$ cat config.mk
export PLATFORM = sky130hd
export DESIGN_NAME = sort_serializer
export DESIGN_NICKNAME = d
export VERILOG_FILES = /design/src/rtl/sort_serializer.sv
export SDC_FILE = /design/constraint.sdc
export NUM_CORES = 1
export LEC_CHECK = 0
export CORE_MARGIN = 2
export CORE_UTILIZATION = 46
export DETAILED_ROUTE_END_ITERATION = 12
export HOLD_SLACK_MARGIN = 0.03
export PLACE_DENSITY_LB_ADDON = 0.05
export SYNTH_ARGS = -nofsm -noshare
export SYNTH_HDL_FRONTEND = slang
export SYNTH_SLANG_ARGS = --single-unit
$ cat constraint.sdc
create_clock -name clk -period 1.7 [get_ports clk]
set_input_delay 0.34 -clock clk [delete_from_list [all_inputs] [get_ports clk]]
set_output_delay 0.34 -clock clk [all_outputs]
set_load 0.02 [all_outputs]
$ cat src/rtl/sort_serializer.sv
// Buffers sorted triples from an upstream sorter and streams them out one word
// per cycle (no1, no2, no3), optionally dropping adjacent duplicates per triple.
// Ports:
//   clk, rst                 clock, asynchronous active-low reset
//   in_valid/in_ready        triple handshake; no1..no3 values, dedup sampled at accept
//   out_valid/out_ready      word stream; out_data, out_idx (source slot), out_last
//   count                    triples currently buffered
//   words_sent, dup_cnt      wrapping statistics counters
module sort_serializer #(
    parameter int unsigned WIDTH = 3,
    parameter int unsigned DEPTH = 2,
    parameter int unsigned CNTW  = 16
) (
    input  logic                     clk,
    input  logic                     rst,
    input  logic                     in_valid,
    output logic                     in_ready,
    input  logic [WIDTH-1:0]         no1,
    input  logic [WIDTH-1:0]         no2,
    input  logic [WIDTH-1:0]         no3,
    input  logic                     dedup,
    output logic                     out_valid,
    input  logic                     out_ready,
    output logic [WIDTH-1:0]         out_data,
    output logic [1:0]               out_idx,
    output logic                     out_last,
    output logic [$clog2(DEPTH):0]   count,
    output logic [CNTW-1:0]          words_sent,
    output logic [CNTW-1:0]          dup_cnt
);

    localparam int unsigned PTRW = $clog2(DEPTH);
    localparam int unsigned CW   = PTRW + 1;

    logic [WIDTH-1:0] d0_q [DEPTH];
    logic [WIDTH-1:0] d1_q [DEPTH];
    logic [WIDTH-1:0] d2_q [DEPTH];
    logic [2:0]       keep_q [DEPTH];

    logic [PTRW-1:0]  wr_ptr_q, wr_ptr_d;
    logic [PTRW-1:0]  rd_ptr_q, rd_ptr_d;
    logic [CW-1:0]    count_q, count_d;
    logic [1:0]       idx_q, idx_d;
    logic [CNTW-1:0]  words_q, words_d;
    logic [CNTW-1:0]  dup_q, dup_d;

    logic [2:0]       head_keep;
    logic [WIDTH-1:0] head_word;
    logic             last_c;
    logic             push, xfer, pop;
    logic             keep1_c, keep2_c;
    logic [1:0]       dup_add;

    // Head entry view: selected word and whether any kept word follows it
    always_comb begin
        head_keep = keep_q[rd_ptr_q];
        head_word = d2_q[rd_ptr_q];
        last_c    = 1'b1;
        case (idx_q)
            2'd0: begin
                head_word = d0_q[rd_ptr_q];
                last_c    = ~(head_keep[1] | head_keep[2]);
            end
            2'd1: begin
                head_word = d1_q[rd_ptr_q];
                last_c    = ~head_keep[2];
            end
            default: begin
                head_word = d2_q[rd_ptr_q];
                last_c    = 1'b1;
            end
        endcase
    end

    assign in_ready   = (count_q < CW'(DEPTH));
    assign out_valid  = (count_q != '0);
    assign out_data   = head_word;
    assign out_idx    = idx_q;
    assign out_last   = out_valid & last_c;
    assign count      = count_q;
    assign words_sent = words_q;
    assign dup_cnt    = dup_q;

    assign push    = in_valid & in_ready;
    assign xfer    = out_valid & out_ready;
    assign pop     = xfer & last_c;
    assign keep1_c = ~dedup | (no2 != no1);
    assign keep2_c = ~dedup | (no3 != no2);
    assign dup_add = 2'(~keep1_c) + 2'(~keep2_c);

    // Next-state for pointers, occupancy, word index and statistics
    always_comb begin
        wr_ptr_d = wr_ptr_q;
        rd_ptr_d = rd_ptr_q;
        count_d  = count_q;
        idx_d    = idx_q;
        words_d  = words_q;
        dup_d    = dup_q;

        if (push) begin
            wr_ptr_d = wr_ptr_q + PTRW'(1);
            dup_d    = dup_q + CNTW'(dup_add);
        end

        if (xfer) begin
            words_d = words_q + CNTW'(1);
            if (last_c) begin
                rd_ptr_d = rd_ptr_q + PTRW'(1);
                idx_d    = 2'd0;
            end else if (idx_q == 2'd0 && head_keep[1]) begin
                idx_d = 2'd1;
            end else begin
                // slot 1 dropped, or currently at slot 1: next kept word is slot 2
                idx_d = 2'd2;
            end
        end

        case ({push, pop})
            2'b10:   count_d = count_q + CW'(1);
            2'b01:   count_d = count_q - CW'(1);
            default: count_d = count_q;
        endcase
    end

    // State and buffer storage
    always_ff @(posedge clk or negedge rst) begin
        if (!rst) begin
            wr_ptr_q <= '0;
            rd_ptr_q <= '0;
            count_q  <= '0;
            idx_q    <= '0;
            words_q  <= '0;
            dup_q    <= '0;
            for (int i = 0; i < int'(DEPTH); i++) begin
                d0_q[i]   <= '0;
                d1_q[i]   <= '0;
                d2_q[i]   <= '0;
                keep_q[i] <= '0;
            end
        end else begin
            wr_ptr_q <= wr_ptr_d;
            rd_ptr_q <= rd_ptr_d;
            count_q  <= count_d;
            idx_q    <= idx_d;
            words_q  <= words_d;
            dup_q    <= dup_d;
            if (push) begin
                d0_q[wr_ptr_q]   <= no1;
                d1_q[wr_ptr_q]   <= no2;
                d2_q[wr_ptr_q]   <= no3;
                keep_q[wr_ptr_q] <= {keep2_c, keep1_c, 1'b1};
            end
        end
    end

endmodule

Word-level counts from Yosys, hierarchy flattened

Index checks and enable logic that the tools add are counted.

Register bits after elaboration: 62
Bits of input ports: 14

$add $sub $neg: 7
Magnitude comparators: 4
Equality and inequality tests: 5
Multiplexer cells: 23
Bitwise gates (word level): 14
Reduce and logical (&&, ||, !) cells: 6

Operators with widths:

| operator                                                                      | number |
|---|---|
| 3-bit two-way mux                                                             | 13 |
| 6-bit bitwise mux                                                             | 4 |
| 16-bit by 1-bit adder with 16-bit output (second input constant)              | 1 |
| 16-bit by 2-bit adder with 16-bit output                                      | 1 |
| 1-bit inverter with 2-bit output                                              | 4 |
| 3-bit != test                                                                 | 2 |
| 3-bit one-hot mux with 2 select lines                                         | 1 |
| 1-bit bitwise AND                                                             | 4 |
| 2-bit by 1-bit equality test with 1-bit output (second input constant)        | 2 |
| 2-bit greater-or-equal comparator (second input constant)                     | 2 |
| 2-bit two-way mux                                                             | 2 |
| 2-bit one-hot mux with 2 select lines                                         | 1 |
| 2-bit nonzero test                                                            | 2 |
| 3-bit demux with 1-bit select                                                 | 1 |
| 1-bit inverter                                                                | 3 |
| 1-bit bitwise OR                                                              | 3 |
| 1-bit adder (second input constant)                                           | 2 |
| 2-bit by 1-bit adder with 2-bit output (second input constant)                | 1 |
| 2-bit adder                                                                   | 1 |
| 2-bit equality test (second input constant)                                   | 1 |
| 1-bit logical AND                                                             | 2 |
| 2-bit logical NOT                                                             | 1 |
| 2-bit by 1-bit less-than comparator with 1-bit output (second input constant) | 1 |
| 2-bit less-than comparator (second input constant)                            | 1 |
| other kinds (3)                                                               | 3 |

Depth between registers and ports, before layout

Depth after elaboration: 10
Depth in mapped cells: 10
Depth with buffers taken out: 10

Least setup slack after synthesis

OpenSTA, ideal clock, no wires.

Kind: in2reg
Start point: in no1[2]
End point: reg dup_q[10] (netlist: dup_cnt[10])
Setup time: 0.080 ns
Arrival: 2.170 ns
Setup slack: -0.550 ns
Stages on the path: 9
Buffers on the path: 0
Path through: xor2_1 nor3_1 ha_1 ha_1 inv_1 fa_1 or3_1 nor2_1 xor2_1

Cells in the longest elaborated chain, start to end: 5

Ends and longest elaborated chain:

| what                                     | line | text |
|---|---|---|
| from (decl)                              | 18   | `input logic [WIDTH-1:0] no1,` |
| 3-bit != test                            | 87   | `assign keep1_c = ~dedup \| (no2 != no1);` |
| 1-bit bitwise OR                         | 87   |  |
| 1-bit inverter with 2-bit output         | 89   | `assign dup_add = 2'(~keep1_c) + 2'(~keep2_c);` |
| 2-bit adder                              | 89   |  |
| 16-bit by 2-bit adder with 16-bit output | 102  | `dup_d = dup_q + CNTW'(dup_add);` |
| to (signal assigned)                     | 146  | `dup_q <= dup_d;` |
| to (decl)                                | 45   | `logic [CNTW-1:0] dup_q, dup_d;` |

No other way between the ends.
A chain may end at the register's enable or synchronous reset.

Final worst setup path

Start point: reg rd_ptr_q
End point: out out_data[2]

Cells in the longest elaborated chain, start to end: 5
Elaborated cells between the ends (all ways): 11
Those cells by class: mux (10); bitwise (1)

Ends and longest elaborated chain:

| what                                                       | line       | text |
|---|---|---|
| from (decl)                                                | 41         | `logic [PTRW-1:0] rd_ptr_q, rd_ptr_d;` |
| from (signal assigned)                                     | 142        | `rd_ptr_q <= rd_ptr_d;` |
| 1-bit inverter with 2-bit output (not written as such) (*) | 61, 65, 69 |  |
| 3-bit two-way mux (on tied branches) (3 in series)         | 69, 61, 65 |  |
| 3-bit one-hot mux with 2 select lines (*)                  | 59         | `case (idx_q)` |
| to (decl)                                                  | 24         | `output logic [WIDTH-1:0] out_data,` |

Mark *: on every way between the ends. The rest lies on a longest branch, timed or not. The select of a mux whose other input is x is not followed.

==> qor.txt <==
Final critical-path required period: 2.041 ns
Share of layout cells above drive strength 1: 41.38%
Initial Utilization: 47.38%
Yosys top cell by area: dfrtp_1
Dominant cells by area after synthesis: dfrtp_1 (54%), mux2_2 (7.6%), xnor2_1 (7.5%), xor2_1 (4.7%), nand2_1 (2.4%)
CTS tree: built
Cell variety after synth: 35
Synthesized area per cell: 11.84 um2
Die width: 82.09 um
RR Endpoint: count[1]$_DFFE_PN0P_
Mapped Cells: 237
Min setup slack post-route: -0.3411 ns
Power Total: 6.237 mW
Leak pwr: 2.060 nW
Worst-path cell chain: buf_6, mux4_2, nor2_2, a21oi_2, buf_6
Wire per inst: 14.83 um
Clock-pin slew on the worst setup and hold paths: 0.07 ns
Area grow syn2layout: 48.57%
Worst path max stage delay: 0.50 ns
Final Hold Violating Endpoints: 0
Hold Crit Class: in -> reg
TritonCTS Buffers: 9
Max-slew violation count: 0
Core Region: 0.005921 mm2
Setup_tns: -3.824 ns
Worst Hold Endpoint: d1_q[4]$_DFFE_PN0P_
Antenna violations before repair: 0
Worst setup SP type: flop
Failing checks: negative setup slack
# port buffers: 55
# rows: 28
Die Area: 0.006739 mm2
I/O pins: 56
Pre-CTS setup slack: -1.153 ns
Die height: 82.09 um
Mapped Nets: 257
Aggregate global routing overflow: 0
R2R Setup Slk: -0.16 ns
#FFs+latches synth: 60
Dpl cells: 394
DP Area: 0.003714 mm2
Post-synthesis sequential area ratio: 53.52%
CP Max Fanout: 4
Cell area after layout: 0.004168 mm2
Routed WL: 6271 um
Final Non-Filler Cells: 423
Largest net degree at the start of global routing: 61
Least-Margin Pin Slew: 0.3193 ns
Final setup skew: 0.006545 ns
Number of global-route vias before repair: 2065
N_diodes: 0
First-pass DRT Iterations: 4
EDFF count, synth: 0
Via count: 2120
Slew HR: 78.72%
Clock buffer depth: 2
Initial drt markers: 65
Synth warn: 0
Final GP Congestion: 0.7200
FFs w/ async S/R, synth: 100.0%
Status: finished, violations left
All-Layer GR Usage: 19.88%
Hold Crit Depth: 2
Layout net count: 364
Vias per inst: 5.012
VDD IR max: 1.037 mV
Pwr Density: 1497 mW/mm2
Worst path arrival time: 1.70 ns
Max Cap Viol: 0
Most frequent cells in the layout: dfrtp_1 (56), buf_4 (36), dlygate4sd2_1 (31), xnor2_1 (21), mux2_2 (19)
Final Cycle Share: 120.1%
Crit end category: output port
CP max-delay cell: mux4_2
Worst hold slack: 0.2552 ns
Clk Latency, worst-skew pair: 0.34 ns
Root buf cell: clkbuf_8
First-pass GRT wire length: 9846 um
DRT antenna net count: 0
Worst r2r src: rd_ptr_q$_DFFE_PN0P_
DR DRC count: 0
Mapped Area: 0.002805 mm2
WS Path Type: reg -> out
Ys flop type: dfrtp_1
CP most frequent cell: buf_6
Setup violators final: 20
Crit path required time: 1.36 ns
Max Fclk: 0.4899 GHz
RSZ-0062 raised after global routing: yes
Hold_sp: no2[1]
Most common cell after layout, fill and taps aside: dfrtp_1
H-tree depth: 3
FF-to-FF path depth: 9
Finished Core Util: 70.39%
Sink Count: 60
Top-area cell type share of the netlist area: 53.52%
Post-DP HPWL: 3951 um
where the power goes:
| part | switching (mW) | leakage (nW) | internal [mW] |
|---|---|---|---|
| Clock | 0.550 | 0.0893 | 0.597 |
| Combinational | 1.29 | 1.22 | 1.49 |
| Sequential | 0.413 | 0.751 | 1.89 |
repair_timing:
action,4_1_cts,5_1_grt
endpoints found under the hold margin,60,0
hold buffers,1,0
endpoints found under the setup margin,54,33
gates cloned,0,0
buffers inserted,11,4
gates resized for setup,122,44
pin swaps,19,26
sequential cells by signal (all words and copies together), names as in the netlist:
register / cells
d0_q: 6
d2_q: 6
wr_ptr_q: 1
dup_cnt: 16
d1_q: 6
count: 2
words_sent: 16
keep_q: 4
rd_ptr_q: 1
out_idx: 2
critical path, delay by kind of cell (launching register included):
family / cells / cell delay, ns
muxes: 1 / 0.50
AOI/OAI and AO/OA: 1 / 0.05
buffers and inverters: 2 / 0.26
and+or+nand+nor: 1 / 0.14
DFF: 1 / 0.42
layout make-up:
type                            instances  area [um2]
Timing Repair Buffer                  103       913.4
Clock inverter                          2       10.01
Fill cell                             478        1753
Multi-Input combinational cell        162        1455
Clock buffer                           13       158.9
Sequential cell                        60        1506
Tap cell                               75       93.84
Inverter                                8       30.03
synth_stat cells, types with 2 or more instances:
master,count
a21oi_1,6
and3_1,4
mux2i_1,5
nand2_1,18
nand4_1,8
nor3_2,2
nor3_1,7
and4_1,2
nor2_1,17
dfrtp_1,60
mux4_2,3
xor2_1,15
buf_2,4
xnor2_1,24
clkbuf_1,2
nand3_1,9
mux2_2,19
ha_1,5
o21ai_0,3
inv_1,8
nor2b_1,2
worst max-delay path by stage:
stage / to / cells after the start / from
2_1_floorplan: dup_cnt[10]$_DFFE_PN0P_ / 10 / no1[1]
3_3_place_gp: dup_cnt[10]$_DFFE_PN0P_ / 11 / no2[1]
3_5_place_dp: dup_cnt[10]$_DFFE_PN0P_ / 11 / no2[1]
4_1_cts: out_data[2] / 5 / rd_ptr_q$_DFFE_PN0P_
5_1_grt: out_data[2] / 5 / rd_ptr_q$_DFFE_PN0P_
6_report: out_data[2] / 5 / rd_ptr_q$_DFFE_PN0P_
layer usage:
metal,part of all wire (%),GRT usage [%]
met1,46,25.91
met2,49,31.46
met3,3.3,3.913
met4,2.0,10.50
met5,0,0
cell families after synthesis:
logic type | share of synthesized area, %
AND/OR/NAND/NOR | 14.45
flip-flops | 53.52
multiplexers | 11.82
XOR/XNOR | 12.18
adder cells (fa/ha/maj) | 2.944
buffers and inverters | 2.453
AO/OA/AOI/OAI | 2.632
No activity file was read; power rests on OpenSTA's default activity.
